File: config.mk
export PLATFORM = sky130hd
export DESIGN_NAME = sdio_wbuf
export DESIGN_NICKNAME = d
export VERILOG_FILES = /design/src/rtl/sdio_wbuf.sv
export SDC_FILE = /design/constraint.sdc
export NUM_CORES = 1
export LEC_CHECK = 0
export ABC_AREA = 1
export BUFFER_PORTS_ARGS = -buffer_cell sky130_fd_sc_hd__buf_2
export CORE_ASPECT_RATIO = 0.8
export CORE_MARGIN = 2
export CORE_UTILIZATION = 55
export CTS_CLUSTER_SIZE = 40
export DETAILED_ROUTE_END_ITERATION = 8
export MAX_ROUTING_LAYER = met4
export PLACE_DENSITY_LB_ADDON = 0.25
export SETUP_SLACK_MARGIN = 0.15
export SYNTH_ARGS = -nofsm -noshare
export SYNTH_HDL_FRONTEND = slang
export SYNTH_SLANG_ARGS = --single-unit
File: constraint.sdc
create_clock -name sd_clk -period 4.5 [get_ports sd_clk]
set_clock_uncertainty 0.1 [all_clocks]
set_input_delay 0.45 -clock sd_clk [delete_from_list [all_inputs] [get_ports sd_clk]]
set_output_delay 0.45 -clock sd_clk [all_outputs]
set_load 0.005 [all_outputs]
File: src/rtl/sdio_wbuf.sv
// SDIO write-path ping-pong byte buffer and 1/4-bit DAT serializer (sd_clk domain).
// Optional underrun detection is enabled by defining SDIO_WBUF_UNDERRUN_EN.
module sdio_wbuf (
    input  logic       sd_clk,
    input  logic       rstn,
    input  logic       sd_rst,
    input  logic       buf_wr,
    input  logic [7:0] buf_wdata,
    output logic       buf_wr_rdy,
    output logic       buf0_full,
    output logic       buf1_full,
    input  logic       wide_bus,
    input  logic       tx_en,
    output logic [3:0] dat_out,
    output logic       dat_vld,
    output logic       byte_done,
    output logic       underrun
);

    logic [1:0] r_full;
    logic       r_wptr;
    logic       r_rptr;
    logic [7:0] r_slot0;
    logic [7:0] r_slot1;
    logic [7:0] r_sh;
    logic       r_sh_vld;
    logic       r_bw;
    logic [2:0] r_cnt;
    logic       r_byte_done;

    logic       w_wr;
    logic       w_beat;
    logic       w_last;
    logic       w_load;
    logic [7:0] w_rd_data;
    logic [1:0] w_full_nxt;

    assign w_wr      = buf_wr & ~r_full[r_wptr];
    assign w_beat    = tx_en & r_sh_vld;
    assign w_last    = w_beat & (r_cnt == 3'd1);
    assign w_load    = r_full[r_rptr] & (~r_sh_vld | w_last);
    assign w_rd_data = r_rptr ? r_slot1 : r_slot0;

    // A write needs an empty slot and a load needs a full one, so they never collide.
    always_comb begin
        w_full_nxt = r_full;
        if (w_wr)
            w_full_nxt[r_wptr] = 1'b1;
        if (w_load)
            w_full_nxt[r_rptr] = 1'b0;
    end

    always_ff @(posedge sd_clk or negedge rstn) begin
        if (!rstn) begin
            r_full      <= 2'b00;
            r_wptr      <= 1'b0;
            r_rptr      <= 1'b0;
            r_slot0     <= 8'h00;
            r_slot1     <= 8'h00;
            r_sh        <= 8'hFF;
            r_sh_vld    <= 1'b0;
            r_bw        <= 1'b0;
            r_cnt       <= 3'd0;
            r_byte_done <= 1'b0;
        end else if (sd_rst) begin
            r_full      <= 2'b00;
            r_wptr      <= 1'b0;
            r_rptr      <= 1'b0;
            r_slot0     <= 8'h00;
            r_slot1     <= 8'h00;
            r_sh        <= 8'hFF;
            r_sh_vld    <= 1'b0;
            r_bw        <= 1'b0;
            r_cnt       <= 3'd0;
            r_byte_done <= 1'b0;
        end else begin
            r_full      <= w_full_nxt;
            r_byte_done <= w_last;
            if (w_wr) begin
                if (r_wptr)
                    r_slot1 <= buf_wdata;
                else
                    r_slot0 <= buf_wdata;
                r_wptr <= ~r_wptr;
            end
            if (w_load) begin
                r_sh     <= w_rd_data;
                r_rptr   <= ~r_rptr;
                r_bw     <= wide_bus;
                // 8 beats is encoded as 0: the 3-bit count wraps 0->7 on the first beat.
                r_cnt    <= wide_bus ? 3'd2 : 3'd0;
                r_sh_vld <= 1'b1;
            end else if (w_beat) begin
                r_sh  <= r_bw ? {r_sh[3:0], 4'hF} : {r_sh[6:0], 1'b1};
                r_cnt <= r_cnt - 3'd1;
                if (r_cnt == 3'd1)
                    r_sh_vld <= 1'b0;
            end
        end
    end

`ifdef SDIO_WBUF_UNDERRUN_EN
    logic r_underrun;

    always_ff @(posedge sd_clk or negedge rstn) begin
        if (!rstn)
            r_underrun <= 1'b0;
        else if (sd_rst)
            r_underrun <= 1'b0;
        else if (tx_en & ~r_sh_vld)
            r_underrun <= 1'b1;
    end

    assign underrun = r_underrun;
`else
    assign underrun = 1'b0;
`endif

    assign buf_wr_rdy = ~r_full[r_wptr];
    assign buf0_full  = r_full[0];
    assign buf1_full  = r_full[1];
    assign dat_vld    = r_sh_vld;
    assign byte_done  = r_byte_done;
    // Shifter refills with ones, so an idle line reads 4'hF in either width.
    assign dat_out    = r_bw ? r_sh[7:4] : {3'b111, r_sh[7]};

endmodule
Word-level counts from Yosys, hierarchy flattened:

Cells that the tools add are included.

* add/subtract/negate cells: 1
* magnitude comparators: 4
* eq/ne operators: 2
* mux-type cells: 38
* bitwise gates (word level): 12
* reductions and logical operators: 10

Operators with widths (number)
* 2-to-1 mux 8 bit: 11
* 2-to-1 mux 1 bit: 17
* 2-to-1 mux 3 bit: 3
* 2-to-1 mux 2 bit: 4
* AND reduction 2 bit: 3
* nonzero test 2 bit: 3
* nonzero test 3 bit: 2
* AND 1 bit: 4
* less-than comparator 1 x 2 -> 1 bit, second input constant: 2
* 2-to-1 mux 4 bit: 1
* inverter 1 bit: 4
* == test 3 x 1 -> 1 bit, second input constant: 1
* subtractor 3 x 1 -> 3 bit, second input constant: 1
* AND 2 bit: 1
* demux 1 bit (select 1 bit): 2
* greater-or-equal comparator 1 bit, second input constant: 2
* logical AND 1 bit: 2
* inequality test 2 bit, second input constant: 1
* inverter 2 bit: 1
* bitwise OR 2 bit: 1
* bitwise OR 1 bit: 1

* flip-flop bits (word level): 34
* input port bits: 14
* output and inout bits: 10
* logic and storage cells: 77

Depth between registers and ports, before layout:

* depth in word-level cells: 9
* mapped depth: 11
* mapped depth without buffers: 11

Worst setup path after synthesis:

OpenSTA, ideal clock, no wires.

* kind: reg2reg
* start point: reg r_cnt[1]
* end point: reg r_full[0]
* setup time: 0.122 ns
* arrival: 1.240 ns
* data required time: 4.278 ns
* setup slack: 3.038 ns
* stages on the path, launching flop included: 11
* buffers on the path: 1
* path through: dfrtp_1 > inv_1 > ha_1 > inv_1 > nor2_1 > nand2_2 > nand2_2 > nand2_4 > buf_6 > o22ai_1 > nor2_1

* longest elaborated chain between the ends: 6

Ends and longest elaborated chain
* start: declaration: RTL line 28 `logic [2:0] r_cnt;`
* start signal: assignment: RTL line 91 `r_cnt <= wide_bus ? 3'd2 : 3'd0;`
* start signal: assignment: RTL line 95 `r_cnt <= r_cnt - 3'd1;`
* == test 3 x 1 -> 1 bit: RTL line 40 `assign w_last = w_beat & (r_cnt == 3'd1);`
* AND 1 bit: RTL line 40
* bitwise OR 1 bit: RTL line 41 `assign w_load = r_full[r_rptr] & (~r_sh_vld | w_last);`
* AND 1 bit: RTL line 41
* 2-to-1 mux 2 bit: RTL line 49 `if (w_load)`
* 2-to-1 mux 2 bit: RTL line 65 `end else if (sd_rst) begin`
* end signal: assignment: RTL line 77 `r_full <= w_full_nxt;`
* end: declaration: RTL line 20 `logic [1:0] r_full;`

No other way between the ends.
A chain may end at the register's enable or synchronous reset.

Worst setup path in the final report:

* start point: reg r_rptr
* end point: reg r_cnt[1]

* longest elaborated chain between the ends: 5
* elaborated cells on any way between the ends: 6
* classes of those cells: mux (4); bitwise (1); reduce/logical (1)

Ends and longest elaborated chain
* start: declaration: RTL line 22 `logic r_rptr;`
* start signal: assignment: RTL line 88 `r_rptr <= ~r_rptr;`
* 2-to-1 mux 1 bit (not written as such) * (2 in series): RTL line 41
* AND 1 bit *: RTL line 41
* 2-to-1 mux 3 bit: RTL line 86 `if (w_load) begin`
* 2-to-1 mux 3 bit: RTL line 65

Mark *: on every way between the ends. The rest lies on a longest branch, timed or not. The select of a mux whose other input is x is not followed.

==> run_results.csv <==
group,metric,value,unit
clocking,post_cts_buffers,0,
floorplanning,start_util,0.577,
clocking,cts_resized,0,
worst_setup_path,crit_family,"flip-flops",
pwr,ir_worst_vdd,264,µV
final_layout,final_cell_mix,"48 x nand2_1, 28 x inv_1, 26 x dfrtp_1, 23 x o21ai_0",
floorplanning,dieWidth,67.6,µm
worst_setup_path,cpPeakStageDelay,0.73,ns
sta,period_needed,1.80,ns
sta,rsz0062_at_grt,"false",
yosys,synth_cells,216,
clocking,h-tree-depth,2,
yosys,ys_types,25,
route,via_per_inst,5.07,
pwr,power,0.824,mW
final_layout,layout_commonest_cell,"nand2_1",
yosys,synth_area_per_cell,8.24,µm²
place,place_ws,2.69,ns
status,status,"complete, no violations",
yosys,synth_top_area_share,0.366,
flow_run,max_cap_violations,0,
worst_setup_path,required,4.58,ns
clocking,cts_tree,"built",
route,vias,1409,
yosys,yosys-top-cells-area,"dfrtp_1 37%, dfstp_2 12%, nand2_1 10%",
grt,grt_pass1_wl,5.46,mm
final_layout,fillers,257,
floorplanning,dieArea,3710,µm²
pwr,p_switching,0.242,mW
worst_setup_path,end_kind,"flop",
final_layout,multi_input_area,751,µm²
sta,fmax,0.554,GHz
floorplanning,ioPinCount,24,
floorplanning,coreArea,3090,µm²
yosys,synth_area,1780,µm²
yosys,syn-num-nets,232,
sta,setup_viol,0,
clocking,cts-hold-fix-buffers,0,
sta,worst_pin_slew,0.708,ns
final_layout,final_core_util,0.648,
pwr,power_leakage,0.999,nW
clocking,numCtsBuffers,5,
grt,antenna_found_initial,0,
clocking,cts_sinks,34,
grt,grt-ovfl-total,0,
final_layout,syn2layout_area_growth,12.3,%
worst_setup_path,cp-start-kind,"flop",
place,place_congestion,0.861,
clocking,cts_root_buf,"clkbuf_8",
sta,layout_setup_ws,2.70,ns
clocking,path_clk_slew,0.07,ns
sta,setup_tns,0,ns
worst_setup_path,crit_slowest_cell,"dfrtp_1",
yosys,synth_area_leader_cell,"dfrtp_1",
pwr,p_per_area,412,nW/µm²
route,wl,3.38,mm
sta,finalCritPeriodShare,0.401,
route,first_pass_iters,4,
clocking,clk_latency,0.28,ns
grt,grt_usage,0.214,
grt,grt_max_degree,35,
min_path,hold_class,"input pin to asynchronous set/reset pin",
pwr,p_int,0.582,mW
grt,first_global_vias,1239,
worst_setup_path,crit_fanout,19,
worst_setup_path,critPathBufInv,1,
yosys,yosysWarnings,0,
sta,hold_violations,0,
pwr,p_seq_frac,0.477,
final_layout,diodes,0,
clocking,cts_buffer_depth,2,
sta,final_max_slew_viol_count,0,
floorplanning,rows,18,
final_layout,fin_nets,253,
final_layout,layout.area.seq,861,µm²
worst_setup_path,crit_top_cell,"nand2_1",
final_layout,drive_gt1_frac,0.248,
sta,slew_headroom,0.528,
place,dp_hpwl,2.35,mm
worst_setup_path,r2r_slack,2.70,ns
worst_setup_path,crit_arrival,1.88,ns
pwr,swShare,0.294,
worst_setup_path,path_cells,"nand2_1 -> o21ai_4 -> nand2_4 -> nand2_4 -> inv_2 -> nand2_1 -> nand2_1",
yosys,synth-seq-area-share,0.484,
worst_setup_path,crit_type,"flop to flop",
pwr,p_clk_frac,0.312,
floorplanning,fp.dieH,54.9,µm
route,drc,0,
pwr,comb_power_share,0.210,
place,io_buffers,22,
route,ant_nets,0,
route,wl_per_cell,12.1,µm
yosys,synth-seq-cells,34,
route,drt_iter0_drc,73,
power by group through the flow:
stage,Combinational [mW],Sequential [mW],Clock [mW]
global route,0.199,0.399,0.278
CTS,0.174,0.392,0.263
global placement,0.170,0.397,0
floorplan,0.141,0.384,0
detailed placement,0.173,0.397,0
finish,0.173,0.393,0.257
layer usage:
metal  vias up  routed length (µm)  track usage
met1       646                1660        0.274
met5         -                   0            -
li1        728                   -            -
met2        28                1520        0.324
met4         0                  54       0.0918
met3         7                 145       0.0576
stage by stage:
step	hold WS (ns)	cell area (µm²)	instances
final	0.117	2000	278
after CTS	0.149	2000	278
after global routing	0.173	2000	278
after floorplan	0.0544	1780	216
after global placement	0.357	1890	270
after detailed placement	0.357	1890	270
area by class of cell:
cell class | count | share of cell area
clock buffer | 8 | 0.0551
inverter | 31 | 0.0582
multi-input combinational | 143 | 0.376
sequential | 34 | 0.431
tap | 40 | 0.0250
timing repair buffer | 22 | 0.0551
worst reg2reg max path, stage by stage (launching register included):
cell and delay, ns:
dfrtp_1 0.73, nand2_1 0.19, o21ai_4 0.16, nand2_4 0.18
nand2_4 0.15, inv_2 0.09, nand2_1 0.06, nand2_1 0.04
worst paths after layout:
kind                                startpoint                      to  cells past startpoint
setup reg to reg            r_rptr$_DFFE_PN0P_    r_cnt[1]$_DFFE_PN0P_                      7
min in group sd_clk        r_sh[5]$_DFFE_PN1P_     r_sh[5]$_DFFE_PN1P_                      2
setup / recovery            r_rptr$_DFFE_PN0P_    r_cnt[1]$_DFFE_PN0P_                      7
hold reg to reg            r_sh[5]$_DFFE_PN1P_     r_sh[5]$_DFFE_PN1P_                      2
hold / removal                            rstn  r_slot1[2]$_DFFE_PN0P_                      1
max in group asynchronous                 rstn  r_slot0[5]$_DFFE_PN0P_                      1
synthesized netlist by cell type (all sizes together):
| cell | number |
|---|---|
| nand2 | 53 |
| nand4 | 7 |
| dfrtp | 26 |
| conb | 1 |
| o21ai | 25 |
| nand3 | 13 |
| buf | 8 |
| o22ai | 1 |
| xor2 | 1 |
| nor2 | 23 |
| mux2 | 9 |
| mux2i | 1 |
| or2 | 1 |
| dfstp | 8 |
| a21oi | 6 |
| ha | 2 |
| inv | 31 |
kinds of logic after synthesis:
group | synth area share
xor+xnor | 0.00492
flops | 0.484
compound gates | 0.0992
other cells | 0.00211
buf+inv | 0.0942
fa+ha+maj | 0.0141
simple gates | 0.239
mux | 0.0626
registers in the layout, indices dropped and copies added, names as in the netlist:
signal     cells
r_full         2
r_cnt          3
r_slot1        8
r_sh           8
r_bw           1
r_slot0        8
byte_done      1
r_wptr         1
r_rptr         1
dat_vld        1
Note: power is estimated with default switching activity, not from simulation.
